==> config.mk <==
export PLATFORM = sky130hd
export DESIGN_NAME = serial_add_arbiter
export DESIGN_NICKNAME = d
export VERILOG_FILES = /design/src/rtl/serial_add_arbiter.sv
export SDC_FILE = /design/constraint.sdc
export NUM_CORES = 1
export LEC_CHECK = 0
export CORE_AREA = 2 2 52 103
export CTS_CLUSTER_SIZE = 40
export DETAILED_ROUTE_END_ITERATION = 7
export DIE_AREA = 0 0 54 105
export GPL_TIMING_DRIVEN = 0
export PLACE_DENSITY = 0.73
export SETUP_SLACK_MARGIN = 0.1
export SLEW_MARGIN = 20
export SYNTH_ARGS = -nofsm -noshare
export SYNTH_HDL_FRONTEND = slang
export SYNTH_SLANG_ARGS = --single-unit
==> constraint.sdc <==
create_clock -name clk -period 1.38 [get_ports clk]
set_clock_uncertainty 0.05 [all_clocks]
set_input_delay 0.138 -clock clk [delete_from_list [all_inputs] [get_ports clk]]
set_output_delay 0.138 -clock clk [all_outputs]
set_load 0.005 [all_outputs]
==> src/rtl/serial_add_arbiter.sv <==
// serial_add_arbiter: two requesters share one full adder, which is sequenced
// bit-serially (LSB first) with the carry held in a flip-flop between bits.
// Simultaneous requests are resolved round-robin.

// Single-bit full adder cell; the only arithmetic in the block.
module full_adder (
    input  logic a,
    input  logic b,
    input  logic ci,
    output logic s,
    output logic co
);
    assign s  = a ^ b ^ ci;
    assign co = (a & b) | (ci & (a ^ b));
endmodule

module serial_add_arbiter #(
    parameter int unsigned WIDTH = 8
) (
    input  logic             clk,
    input  logic             rst_n,
    input  logic             req0,
    input  logic [WIDTH-1:0] a0,
    input  logic [WIDTH-1:0] b0,
    input  logic             cin0,
    input  logic             req1,
    input  logic [WIDTH-1:0] a1,
    input  logic [WIDTH-1:0] b1,
    input  logic             cin1,
    output logic             gnt0,
    output logic             gnt1,
    output logic             busy,
    output logic             done,
    output logic             owner,
    output logic [WIDTH-1:0] sum,
    output logic             cout
);
    localparam int unsigned      CNT_W    = (WIDTH > 1) ? $clog2(WIDTH) : 1;
    localparam logic [CNT_W-1:0] CNT_LAST = CNT_W'(WIDTH - 1);
    localparam logic [WIDTH-1:0] SUM_MSB  = WIDTH'(1) << (WIDTH - 1);

    localparam logic [1:0] S_IDLE = 2'd0;
    localparam logic [1:0] S_RUN  = 2'd1;
    localparam logic [1:0] S_DONE = 2'd2;

    logic [1:0]       state, state_nx;
    logic [WIDTH-1:0] ra, ra_nx;
    logic [WIDTH-1:0] rb, rb_nx;
    logic [WIDTH-1:0] rs, rs_nx;
    logic             carry, carry_nx;
    logic [CNT_W-1:0] cnt, cnt_nx;
    logic             last_srv, last_srv_nx;   // requester served most recently
    logic             cur, cur_nx;             // owner of the add in flight
    logic             gnt0_nx, gnt1_nx, busy_nx, done_nx, owner_nx, cout_nx;
    logic [WIDTH-1:0] sum_nx;
    logic             pick1;
    logic             fa_s, fa_co;

    // The single shared adder cell works on the current LSBs and stored carry.
    full_adder u_fa (
        .a  (ra[0]),
        .b  (rb[0]),
        .ci (carry),
        .s  (fa_s),
        .co (fa_co)
    );

    // Requester 1 wins when alone, or on a tie when requester 0 was served last.
    assign pick1 = req1 & (~req0 | ~last_srv);

    // Next-state, datapath and output decode.
    always_comb begin
        state_nx    = state;
        ra_nx       = ra;
        rb_nx       = rb;
        rs_nx       = rs;
        carry_nx    = carry;
        cnt_nx      = cnt;
        last_srv_nx = last_srv;
        cur_nx      = cur;
        sum_nx      = sum;
        cout_nx     = cout;
        owner_nx    = owner;
        gnt0_nx     = 1'b0;
        gnt1_nx     = 1'b0;
        done_nx     = 1'b0;

        case (state)
            S_IDLE: begin
                if (req0 || req1) begin
                    state_nx    = S_RUN;
                    cnt_nx      = '0;
                    rs_nx       = '0;
                    last_srv_nx = pick1;
                    cur_nx      = pick1;
                    if (pick1) begin
                        gnt1_nx  = 1'b1;
                        ra_nx    = a1;
                        rb_nx    = b1;
                        carry_nx = cin1;
                    end else begin
                        gnt0_nx  = 1'b1;
                        ra_nx    = a0;
                        rb_nx    = b0;
                        carry_nx = cin0;
                    end
                end
            end
            S_RUN: begin
                ra_nx    = ra >> 1;
                rb_nx    = rb >> 1;
                rs_nx    = (rs >> 1) | (fa_s ? SUM_MSB : '0);
                carry_nx = fa_co;
                if (cnt == CNT_LAST) begin
                    state_nx = S_DONE;
                    sum_nx   = rs_nx;
                    cout_nx  = fa_co;
                    owner_nx = cur;
                    done_nx  = 1'b1;
                end else begin
                    cnt_nx = cnt + CNT_W'(1);
                end
            end
            S_DONE: begin
                state_nx = S_IDLE;
            end
            default: begin
                state_nx = S_IDLE;
            end
        endcase

        busy_nx = (state_nx != S_IDLE);
    end

    // State, datapath and registered outputs; reset aborts any add in flight.
    always_ff @(posedge clk or negedge rst_n) begin
        if (!rst_n) begin
            state    <= S_IDLE;
            ra       <= '0;
            rb       <= '0;
            rs       <= '0;
            carry    <= 1'b0;
            cnt      <= '0;
            last_srv <= 1'b1;
            cur      <= 1'b0;
            gnt0     <= 1'b0;
            gnt1     <= 1'b0;
            busy     <= 1'b0;
            done     <= 1'b0;
            owner    <= 1'b0;
            sum      <= '0;
            cout     <= 1'b0;
        end else begin
            state    <= state_nx;
            ra       <= ra_nx;
            rb       <= rb_nx;
            rs       <= rs_nx;
            carry    <= carry_nx;
            cnt      <= cnt_nx;
            last_srv <= last_srv_nx;
            cur      <= cur_nx;
            gnt0     <= gnt0_nx;
            gnt1     <= gnt1_nx;
            busy     <= busy_nx;
            done     <= done_nx;
            owner    <= owner_nx;
            sum      <= sum_nx;
            cout     <= cout_nx;
        end
    end
endmodule

==> summary.txt <==
Synthesis
  – Cell taking the most area after synthesis: dfrtp_1
  – Top_reg_cell synth: dfrtp_1
  – Post-Synthesis Cells: 174
  – Most common cell in the netlist: dfrtp_1
  – Mapped cell area: 0.00207 mm^2
  – Avg Cell Area, Syn: 11.9 um^2
  – Seq/Total Area, Yosys: 54.4%
  – Area share of the largest cell type after synthesis: 53.2%
  – Synth area leaders: dfrtp_1 53%, mux2i_1 9.2%, o221ai_1 5.9%
  – EDFF count, synth: 0
  – Netlist cell types: 34
  – FF+latch count, synth: 45
  – Async SR Flop Fraction: 100%
  – Commonest cells in the netlist: 44 x dfrtp_1, 26 x nand2_1, 19 x mux2i_1, 14 x o221ai_1, 12 x inv_1
  – Ys Warns: 0
  – Post-Syn Nets: 216

Critical path
  – R2R Path Start: cnt[0]
  – Startpoint Class: register
  – FF-to-FF setup slack: -0.09 ns
  – Worst endpoint required time: 1.51 ns
  – CP max stage cell: dfrtp_1
  – Worst path top cell family by delay: flip-flops
  – Cell Chain, Critical Path: ha_4, ha_4, nor3b_4, a21oi_2, mux2_4
  – Slowest Stage Delay on Critical Path: 0.41 ns
  – Cell mode on critical path: ha_4
  – R2R Path End: cnt[0]
  – Worst setup path category: register to register
  – Crit path max fanout: 5
  – CP bufs+invs: 0
  – Worst r2r path cells: 5
  – Arr. time, crit path: 1.60 ns
  – CP endpoint kind: register

GRT
  – GRT Total Usage: 18.8%
  – GRT overflow: 0
  – Largest net degree at the start of global routing: 31
  – Vias in the first global route: 1693
  – Initial antenna violation count: 0
  – Global-route wire length before repair: 7830 um

Drt
  – TritonRoute pass-1 iters: 4
  – WL met3: 175 um
  – Wire length on met2: 2640 um
  – WL per Instance: 15.4 um
  – DRT antenna net count: 0
  – Routed WL: 4890 um
  – Vias: 1653
  – 1st-iter DRT viols: 21
  – Top Metal Used: met4
  – M1 wire length: 1950 um
  – Remaining DRCs: 0
  – Via density: 5.21

Floorplanning
  – Initial core utilization: 42.6%
  – Core area: 0.00486 mm^2
  – Die Width: 54 um
  – Die Y: 105 um
  – Std cell rows: 36
  – Top Ports: 52
  – Die area: 0.00567 mm^2

Min path
  – Hold Path Depth: 2
  – Hold EP: last_srv
  – Hold Path Class: primary input to register
  – Min-delay src: req0

CTS
  – Sink Count: 45
  – Clk Latency, worst-skew pair: 0.29 ns
  – CTS Buffer Depth: 2
  – Clock Pin Slew Worst Setup and Hold Paths: 0.08 ns
  – Root Driver: clkbuf_8
  – TritonCTS clock tree: built
  – CTS Buf Count: 5
  – H-tree depth: 2

Timing
  – Final period utilization: 106%
  – Setup ws final: -0.0873 ns
  – Fmax: 682 MHz
  – Pins Over Slew Limit: 0
  – Final setup viols: 12
  – Setup tns final: -0.606 ns
  – Final hold violations: 0
  – Rel. slew slack: 75.0%
  – Setup repair after global routing missed its margin: true
  – Min Tclk post-route: 1.47 ns
  – Worst-Margin Slew: 0.374 ns

Power and ir drop
  – LEAKAGE: 1.50 nW
  – Pwr/cell area: 1860 mW/mm^2
  – Total Power: 0.00590 W
  – Peak supply drop: 1.24 mV

Status
  – Outcome: finished with violations
  – Failing checks: negative setup slack

Place
  – GP Congestion: 0.794
  – Hpwl dp: 3200 um
  – IO buf count: 51
  – DP Worst Slack: -0.394 ns

Cells and area
  – Ant diodes: 0
  – Fin util: 65.4%
  – Layout cells sized above 1: 29.6%
  – Total Nets Final: 301
  – Area grow syn2layout: 53.5%

Flow run
  – Max-cap viol count: 0
==> flip-flops by register name (all words and copies together) (netlist names) <==
signal,cells
gnt0,1
carry,1
sum,8
busy,1
ra,8
owner,1
cout,1
rb,8
rs,7
last_srv,1
cur,1
state,2
done,1
cnt,3
gnt1,1
==> final cells by class <==
cell class | count | area, um^2
flip-flops and latches | 45 | 1130
clock inverters | 1 | 5.00
repair buffers | 78 | 771
fillers | 371 | 1690
multi-input cells | 108 | 966
clock buffers | 7 | 96.3
plain buffers | 9 | 96.3
inverters | 12 | 45.0
well taps | 57 | 71.3
==> per-stage QoR <==
step	cell area, um^2	hold slack (ns)	std cells
after global placement	2670	0.411	282
after CTS	3080	0.228	311
after detailed placement	2690	0.0250	283
after floorplan	2090	-0.208	174
after global routing	3180	0.250	317
final	3180	0.222	317
==> worst max path at each step <==
stage,startpoint,end,slack [ns],depth (start not counted)
after global routing,cnt[0],cnt[0],-0.14,5
final,cnt[0],cnt[0],-0.09,5
after global placement,rst_n,gnt0,-1.06,1
after detailed placement,req1,ra[1],-0.39,6
after CTS,cnt[0],cnt[0],-0.1,5
after floorplan,cnt[1],sum[4],-0.08,5
==> routing by layer <==
| metal | GRT usage (%) | vias to the layer above |
|---|---|---|
| li1 | - | 786 |
| met1 | 23.1 | 806 |
| met2 | 31.4 | 49 |
| met3 | 2.71 | 12 |
| met4 | 8.21 | 0 |
| met5 | 0 | - |
==> layout by cell type (no fill, tap or decap), types with 2 or more instances in the layout <==
cell	count
dfrtp_1	43
clkdlybuf4s50_1	34
nand2_1	25
buf_4	19
dlygate4sd2_1	16
mux2i_1	15
o221ai_1	13
inv_1	10
buf_6	9
mux2_4	9
o21ai_1	8
o21ai_0	7
clkbuf_8	7
buf_12	4
mux2i_4	3
ha_4	3
inv_2	2
nand2_2	2
buf_2	2
o221ai_2	2
a22o_1	2
==> worst reg2reg max path: cells and delay by family (launching register included) <==
family | cells | cell delay (ns)
compound gates | 1 | 0.09
fa+ha+maj | 2 | 0.35
flops | 1 | 0.41
mux | 1 | 0.27
simple gates | 1 | 0.19
==> repair_timing <==
| action | 4_1_cts | 5_1_grt |
|---|---|---|
| setup endpoints to repair | 57 | 42 |
| hold endpoints to repair | 15 | 0 |
| gates cloned | 1 | 0 |
| setup buffers | 18 | 8 |
| pin swaps | 9 | 4 |
| hold buffers | 1 | 0 |
| resized for setup | 50 | 12 |
==> cells by family after synthesis <==
family                   synth area share [%]
multiplexers                             14.1
adder cells (fa/ha/maj)                  2.78
AO/OA/AOI/OAI                            13.3
AND/OR/NAND/NOR                          9.73
flip-flops                               54.4
buffers and inverters                    5.68
==> power breakdown <==
| group | switching (W) | total [W] | internal (W) | leakage, nW |
|---|---|---|---|---|
| registers | 0.000333 | 0.00222 | 0.00189 | 0.572 |
| logic | 0.00119 | 0.00278 | 0.00159 | 0.875 |
| clock network | 0.000443 | 0.000896 | 0.000453 | 0.0542 |
| total | 0.00197 | 0.00590 | 0.00393 | 1.50 |
(Power assumes the default switching activity.)
